[config.mk]
export PLATFORM = sky130hd
export DESIGN_NAME = seq_divider_flat
export DESIGN_NICKNAME = d
export VERILOG_FILES = /design/src/rtl/seq_divider_pkg.sv /design/src/rtl/seq_divider_if.sv /design/src/rtl/seq_divider_step.sv /design/src/rtl/seq_divider.sv /design/src/flat_wrapper.sv
export SDC_FILE = /design/constraint.sdc
export NUM_CORES = 1
export LEC_CHECK = 0
export ABC_CLOCK_PERIOD_IN_PS = 3300
export BUFFER_PORTS_ARGS = -buffer_cell sky130_fd_sc_hd__clkbuf_2
export CAP_MARGIN = 20
export CORE_MARGIN = 5
export CORE_UTILIZATION = 55
export CTS_CLUSTER_DIAMETER = 100
export DETAILED_ROUTE_END_ITERATION = 12
export GPL_TIMING_DRIVEN = 1
export PLACE_DENSITY = 0.77
export SLEW_MARGIN = 20
export SYNTH_ARGS = -nofsm -noshare
export SYNTH_HDL_FRONTEND = slang
export SYNTH_SLANG_ARGS = --single-unit
export TNS_END_PERCENT = 10
[constraint.sdc]
create_clock -name clk -period 3.3 [get_ports clk]
set_input_delay 0.495 -clock clk [delete_from_list [all_inputs] [get_ports clk]]
set_output_delay 0.495 -clock clk [all_outputs]
set_load 0.005 [all_outputs]
[src/rtl/seq_divider_pkg.sv]
// Shared types and helpers for the iterative restoring divider.
// DIV_SIGNED_EN enables two's-complement operation in the files that import this package.
package seq_divider_pkg;

   localparam int DIV_N = 16;

   typedef enum logic [1:0] {
      DIV_IDLE = 2'd0,
      DIV_BUSY = 2'd1,
      DIV_DONE = 2'd2
   } div_state_e;

   // Conditional two's-complement negation; callers truncate to their own width.
   function automatic logic [63:0] abs_val(input logic [63:0] v, input logic neg);
      if (neg) begin
         abs_val = ~v + 64'd1;
      end else begin
         abs_val = v;
      end
   endfunction

endpackage

[src/rtl/seq_divider_if.sv]
// Operand/result handshake bundle for seq_divider.
// signed_i is present only when DIV_SIGNED_EN is defined.
interface seq_divider_if #(parameter int N = 16);

   logic         in_valid_i;
   logic         in_ready_o;
   logic [N-1:0] dividend_i;
   logic [N-1:0] divisor_i;
`ifdef DIV_SIGNED_EN
   logic         signed_i;
`endif
   logic         out_valid_o;
   logic         out_ready_i;
   logic [N-1:0] quotient_o;
   logic [N-1:0] remainder_o;
   logic         div_by_zero_o;

   modport master (
`ifdef DIV_SIGNED_EN
      output signed_i,
`endif
      output in_valid_i, dividend_i, divisor_i, out_ready_i,
      input  in_ready_o, out_valid_o, quotient_o, remainder_o, div_by_zero_o
   );

   modport slave (
`ifdef DIV_SIGNED_EN
      input  signed_i,
`endif
      input  in_valid_i, dividend_i, divisor_i, out_ready_i,
      output in_ready_o, out_valid_o, quotient_o, remainder_o, div_by_zero_o
   );

endinterface

[src/rtl/seq_divider_step.sv]
// One restoring-division iteration: shift in the next dividend bit, trial-subtract,
// and shift the resulting quotient bit into dq.
module seq_divider_step #(parameter int N = 16) (
   input  logic [N-1:0] rem,
   input  logic [N-1:0] dq,
   input  logic [N-1:0] divisor,
   output logic [N-1:0] rem_next,
   output logic [N-1:0] dq_next
);

   logic [N:0] rem_sh_s;
   logic       ge_s;

   assign rem_sh_s = {rem, dq[N-1]};
   assign ge_s     = (rem_sh_s >= {1'b0, divisor});

   // The restored remainder is always below the divisor, so N bits hold it.
   always_comb begin
      dq_next = {dq[N-2:0], ge_s};
      if (ge_s) begin
         rem_next = N'(rem_sh_s - {1'b0, divisor});
      end else begin
         rem_next = rem_sh_s[N-1:0];
      end
   end

endmodule

[src/rtl/seq_divider.sv]
// Iterative radix-2 restoring divider, one quotient bit per clock, valid/ready on both sides.
// Define DIV_SIGNED_EN to add two's-complement operation selected by signed_i.
module seq_divider
   import seq_divider_pkg::*;
#(
   parameter int N = DIV_N
) (
   input  logic         clk,
   input  logic         rst_n,
   seq_divider_if.slave bus
);

   localparam int CNT_W = $clog2(N);

   div_state_e       state_r, state_nxt_s;
   logic [CNT_W-1:0] count_r;
   logic [N-1:0]     rem_r, dq_r, dvsr_r;
   logic [N-1:0]     rem_nxt_s, dq_nxt_s;
   logic [N-1:0]     q_r, r_r;
   logic             dbz_r, out_valid_r;
   logic             accept_s, zero_s, ovf_s, short_s;
   logic [N-1:0]     dq_load_s, dvsr_load_s, short_q_s, short_r_s, fix_q_s, fix_r_s;
`ifdef DIV_SIGNED_EN
   logic             neg_a_s, neg_b_s, neg_q_r, neg_r_r;
`endif

   seq_divider_step #(.N(N)) u_step (
      .rem      (rem_r),
      .dq       (dq_r),
      .divisor  (dvsr_r),
      .rem_next (rem_nxt_s),
      .dq_next  (dq_nxt_s)
   );

   // Operand conditioning at accept and sign fix-up of the final iteration.
   always_comb begin
      zero_s    = (bus.divisor_i == {N{1'b0}});
`ifdef DIV_SIGNED_EN
      ovf_s     = bus.signed_i & (bus.dividend_i == {1'b1, {(N-1){1'b0}}})
                  & (bus.divisor_i == {N{1'b1}});
      neg_a_s   = bus.signed_i & bus.dividend_i[N-1];
      neg_b_s   = bus.signed_i & bus.divisor_i[N-1];
      dq_load_s   = N'(abs_val(64'(bus.dividend_i), neg_a_s));
      dvsr_load_s = N'(abs_val(64'(bus.divisor_i), neg_b_s));
      fix_q_s   = N'(abs_val(64'(dq_nxt_s), neg_q_r));
      fix_r_s   = N'(abs_val(64'(rem_nxt_s), neg_r_r));
`else
      ovf_s       = 1'b0;
      dq_load_s   = bus.dividend_i;
      dvsr_load_s = bus.divisor_i;
      fix_q_s     = dq_nxt_s;
      fix_r_s     = rem_nxt_s;
`endif
      short_s   = zero_s | ovf_s;
      if (zero_s) begin
         short_q_s = {N{1'b1}};
         short_r_s = bus.dividend_i;
      end else begin
         short_q_s = bus.dividend_i;
         short_r_s = {N{1'b0}};
      end
   end

   // Next-state decode; zero-divisor and overflow skip straight to DONE.
   always_comb begin
      state_nxt_s = state_r;
      accept_s    = 1'b0;
      case (state_r)
         DIV_IDLE: begin
            if (bus.in_valid_i) begin
               accept_s    = 1'b1;
               state_nxt_s = short_s ? DIV_DONE : DIV_BUSY;
            end else begin
               state_nxt_s = DIV_IDLE;
            end
         end
         DIV_BUSY: begin
            if (count_r == {CNT_W{1'b0}}) begin
               state_nxt_s = DIV_DONE;
            end else begin
               state_nxt_s = DIV_BUSY;
            end
         end
         DIV_DONE: begin
            if (bus.out_ready_i) begin
               state_nxt_s = DIV_IDLE;
            end else begin
               state_nxt_s = DIV_DONE;
            end
         end
         default: state_nxt_s = DIV_IDLE;
      endcase
   end

   // State register.
   always_ff @(posedge clk) begin
      if (!rst_n) begin
         state_r <= DIV_IDLE;
      end else begin
         state_r <= state_nxt_s;
      end
   end

   // Iteration datapath and registered result.
   always_ff @(posedge clk) begin
      if (!rst_n) begin
         count_r     <= {CNT_W{1'b0}};
         rem_r       <= {N{1'b0}};
         dq_r        <= {N{1'b0}};
         dvsr_r      <= {N{1'b0}};
         q_r         <= {N{1'b0}};
         r_r         <= {N{1'b0}};
         dbz_r       <= 1'b0;
         out_valid_r <= 1'b0;
      end else if (accept_s) begin
         count_r <= CNT_W'(N-1);
         rem_r   <= {N{1'b0}};
         dq_r    <= dq_load_s;
         dvsr_r  <= dvsr_load_s;
         if (short_s) begin
            q_r         <= short_q_s;
            r_r         <= short_r_s;
            dbz_r       <= zero_s;
            out_valid_r <= 1'b1;
         end
      end else if (state_r == DIV_BUSY) begin
         rem_r   <= rem_nxt_s;
         dq_r    <= dq_nxt_s;
         count_r <= count_r - CNT_W'(1);
         if (count_r == {CNT_W{1'b0}}) begin
            q_r         <= fix_q_s;
            r_r         <= fix_r_s;
            dbz_r       <= 1'b0;
            out_valid_r <= 1'b1;
         end
      end else if ((state_r == DIV_DONE) && bus.out_ready_i) begin
         out_valid_r <= 1'b0;
      end
   end

`ifdef DIV_SIGNED_EN
   // Result signs captured with the operands.
   always_ff @(posedge clk) begin
      if (!rst_n) begin
         neg_q_r <= 1'b0;
         neg_r_r <= 1'b0;
      end else if (accept_s) begin
         neg_q_r <= neg_a_s ^ neg_b_s;
         neg_r_r <= neg_a_s;
      end
   end
`endif

   assign bus.in_ready_o    = (state_r == DIV_IDLE);
   assign bus.out_valid_o   = out_valid_r;
   assign bus.quotient_o    = q_r;
   assign bus.remainder_o   = r_r;
   assign bus.div_by_zero_o = dbz_r;

endmodule
[src/flat_wrapper.sv]
// flat-port wrapper written by rule: the top's interface ports become plain ports
module seq_divider_flat import seq_divider_pkg::*;
#(
   parameter int N = DIV_N
)
  (clk, rst_n, bus_in_valid_i, bus_dividend_i, bus_divisor_i, bus_out_ready_i, bus_in_ready_o, bus_out_valid_o, bus_quotient_o, bus_remainder_o, bus_div_by_zero_o);
  seq_divider_if #(.N(N)) bus_i ();
  input  logic clk;
  input  logic rst_n;
  input wire logic [$bits(bus_i.in_valid_i)-1:0] bus_in_valid_i;
  input wire logic [$bits(bus_i.dividend_i)-1:0] bus_dividend_i;
  input wire logic [$bits(bus_i.divisor_i)-1:0] bus_divisor_i;
  input wire logic [$bits(bus_i.out_ready_i)-1:0] bus_out_ready_i;
  output wire logic [$bits(bus_i.in_ready_o)-1:0] bus_in_ready_o;
  output wire logic [$bits(bus_i.out_valid_o)-1:0] bus_out_valid_o;
  output wire logic [$bits(bus_i.quotient_o)-1:0] bus_quotient_o;
  output wire logic [$bits(bus_i.remainder_o)-1:0] bus_remainder_o;
  output wire logic [$bits(bus_i.div_by_zero_o)-1:0] bus_div_by_zero_o;
  assign bus_i.in_valid_i = bus_in_valid_i;
  assign bus_i.dividend_i = bus_dividend_i;
  assign bus_i.divisor_i = bus_divisor_i;
  assign bus_i.out_ready_i = bus_out_ready_i;
  assign bus_in_ready_o = bus_i.in_ready_o;
  assign bus_out_valid_o = bus_i.out_valid_o;
  assign bus_quotient_o = bus_i.quotient_o;
  assign bus_remainder_o = bus_i.remainder_o;
  assign bus_div_by_zero_o = bus_i.div_by_zero_o;
  seq_divider #(.N(N)) u_core (.clk(clk), .rst_n(rst_n), .bus(bus_i));
endmodule
==> summary.md <==
| Metric | Value |
|---|---|
| Maximum fanout count along the critical path | `16` |
| Net count of the finished layout | `720` |
| Mean area per synthesized cell | `7.78 sq um` |
| Reg power frac | `0.380` |
| Detailed-route wire length per cell | `17.4 um` |
| Required arrival time at the worst endpoint | `3.59 ns` |
| Int Power | `2.00 mW` |
| Filler cells | `783` |
| Die boundary width | `103 um` |
| Leakage dissipation | `2.18 nW` |
| Antenna violations before repair | `0` |
| Buffer and inverter count on the worst path | `1` |
| Worst IR Drop VDD | `0.000347 V` |
| Post-CTS Setup Inserts | `0` |
| Post-synthesis to final-layout area growth | `13.7%` |
| Number of levels the H-tree was split into | `3` |
| Hpwl dp | `10,000 um` |
| Count of cell types in the netlist | `59` |
| Max incr delay on CP | `0.66 ns` |
| Root cell of the clock tree | `clkbuf_8` |
| Worst min-delay path class | `in2reg` |
| Largest net degree at the start of global routing | `55` |
| Placer congestion estimate | `0.906` |
| Ant diodes | `0` |
| Post-synth net total | `665` |
| Area of the mapped netlist | `4750 sq um` |
| Die Span Y | `103 um` |
| Violation count after the first detailed-route iteration | `247` |
| Via count of the first global-routing pass | `4,312` |
| Clock power share | `0.248` |
| Max capacitance violation total | `0` |
| Antenna-violating nets left | `0` |
| Total iterations of the first detailed-routing run | `5` |
| Critical Setup Path Class | `reg2reg` |
| Number of endpoints failing setup at the final stage | `0` |
| Layout Utilization | `0.632` |
| Critical path's top delay family | `compound AO/OA/AOI/OAI gates` |
| Pwr dens | `601 nW/um^2` |
| Die footprint | `10,600 sq um` |
| RSZ-0062 raised after global routing | `no` |
| Total number of placement rows | `34` |
| Effective utilization at floorplan | `0.556` |
| Resized Gates After CTS | `0` |
| Max clock buf depth | `2` |
| Final max-slew violation count | `0` |
| Post-synthesis sequential element count | `88` |
| GRT Resource Usage Total | `0.259` |
| Relative contribution of combinational cells to total power | `0.372` |
| Startpoint type of the worst setup path | `flop` |
| Hold-fix buffers, CTS | `0` |
| First-pass GRT wire length | `21,700 um` |
| Switching fraction of total power | `0.385` |
| Remaining global-route overflow | `0` |
| Post-layout minimum cycle time | `2.97 ns` |
| Total wire length | `13,600 um` |
| Detail-routed via count per cell | `6.13` |
| Critical Path AT | `3.26 ns` |
| Tightest Pin Transition | `0.692 ns` |
| Clk sink count | `88` |
| Fmax | `336 MHz` |
| TritonCTS Buffers | `9` |
| Worst max-slew margin expressed relative to the limit | `0.539` |
| Run status | `finished, final reports clean` |
| Fraction of the cycle the final worst path needs | `0.901` |
| Leading cell type in the layout, fill and taps excluded | `dfxtp_1` |
| Power dissipated by switching net loads | `1.25 mW` |
| Number of port buffers | `70` |
| Clock-pin slew on the worst setup and hold paths | `0.09 ns` |
| Cell count after synthesis | `611` |
| Synth warnings | `0` |
| Via count | `4,773` |
| Most frequent cells in the layout | `88 x dfxtp_1, 79 x nand2_1, 70 x clkbuf_2` |
| Layout cells sized above 1 | `0.164` |
| Slowest CP cell | `or3_1` |
| I/O pin count | `71` |
| Setup TNS after final layout | `0 ns` |
| Total DRC errors in the routed layout | `0` |
| Clock tree from TritonCTS | `done` |
| Sequential fraction of the synthesis area | `0.371` |
| Max Clock Skew | `0.0190 ns` |
| Fraction of registers with async set/reset | `0` |
| Post-synth EDFFs | `0` |
| Core region area | `8550 sq um` |
| Final number of hold-violating endpoints | `0` |
| Clock insertion delay at the later pin of the skew report | `0.37 ns` |
| Top_reg_cell synth | `dfxtp_1` |
| Endpoint type of the worst setup path | `flop` |
| List of cells traversed by the critical path | `inv_1, ha_1, a21o_1, a221o_1, a22o_1, or3_1, mux2_4, a211oi_2` |
## cell type report
cell class,instances,area [sq um],share of cell area
Inverter,24,90.1,0.0167
Multi-Input combinational cell,458,2740,0.506
Sequential cell,88,1760,0.326
Clock buffer,10,138,0.0255
Clock inverter,6,80.1,0.0148
Tap cell,108,135,0.0250
Timing Repair Buffer,85,463,0.0857
## routing by layer
layer	share of wire	vias up	global-route usage
met3	0.062	18	0.0474
met4	0.017	0	0.0697
met1	0.45	2263	0.367
met2	0.47	164	0.407
li1	-	2328	-
met5	0	-	0
## metrics by stage
step	worst slack (ns)	hold slack [ns]	power [mW]	area, sq um	std cells
after global placement	0.464	0.444	2.41	5180	763
final	0.328	0.366	3.25	5400	779
after CTS	0.351	0.360	3.24	5400	779
after detailed placement	0.384	0.447	2.44	5180	763
after floorplan	0.761	0.436	2.12	4750	611
after global routing	0.132	0.358	3.43	5400	779
## registers in the layout, summed over array words and instances (netlist names)
name	count
u_core.dq_r	16
u_core.rem_r	16
u_core.dvsr_r	16
u_core.bus.quotient_o	16
u_core.state_r	2
u_core.bus.remainder_o	16
u_core.count_r	4
u_core.bus.out_valid_o	1
u_core.bus.div_by_zero_o	1
## synthesized netlist by cell type, types with 3 or more instances
master | number | area share
a211oi_1 | 4 | 0.0063
inv_1 | 23 | 0.018
nand2b_1 | 6 | 0.0079
o21ai_0 | 39 | 0.041
and3_1 | 8 | 0.011
a31oi_1 | 10 | 0.013
clkbuf_1 | 36 | 0.028
a21o_1 | 9 | 0.014
ha_1 | 17 | 0.045
nor4_1 | 7 | 0.0092
xor2_1 | 5 | 0.0092
nor3_1 | 20 | 0.021
nand2_1 | 79 | 0.062
a21oi_1 | 64 | 0.067
xnor2_1 | 5 | 0.0092
mux2i_1 | 14 | 0.029
o221ai_1 | 3 | 0.0055
a22oi_1 | 17 | 0.027
dfxtp_1 | 88 | 0.37
nor2_1 | 55 | 0.043
and2_1 | 6 | 0.0079
o211ai_1 | 11 | 0.017
nand3_1 | 17 | 0.018
nand4_1 | 16 | 0.021
## power by group through the flow
stage          Clock [mW]  Sequential [mW]  Combinational (mW)
2_1_floorplan           0             1.23               0.882
3_3_place_gp            0             1.25                1.16
3_5_place_dp            0             1.26                1.19
4_1_cts             0.811             1.23                1.19
5_1_grt             0.859             1.24                1.33
6_report            0.803             1.23                1.21
## worst paths after layout
kind / endpoint / slack [ns] / cells past startpoint / start
setup / recovery: u_core.rem_r[8] / 0.33 / 8 / u_core.dvsr_r[6]
hold / removal: u_core.dvsr_r[4] / 0.37 / 3 / bus_divisor_i[4]
setup reg to reg: u_core.rem_r[8] / 0.33 / 8 / u_core.dvsr_r[6]
hold reg to reg: u_core.dvsr_r[8] / 0.46 / 2 / u_core.dvsr_r[8]
## worst register-to-register path: cells and delay by family (launching register included)
kind                     cells  cell delay (ns)
AO/OA/AOI/OAI                4             1.08
adder cells (fa/ha/maj)      1             0.36
buffers and inverters        1             0.05
flip-flops                   1             0.34
multiplexers                 1             0.42
AND/OR/NAND/NOR              1             0.66
## kinds of logic (layout without fill, tap and decap cells)
logic type,count (synthesis),after routing,synth area share
xor gates and xnor gates,10,10,0.0184
adders and majority gates,18,18,0.0490
and+or+nand+nor,227,227,0.221
muxes,15,15,0.0327
buffers and inverters,65,125,0.0550
AOI/OAI and AO/OA,188,188,0.253
DFF,88,88,0.371
Note: power is estimated with default switching activity, not from simulation.
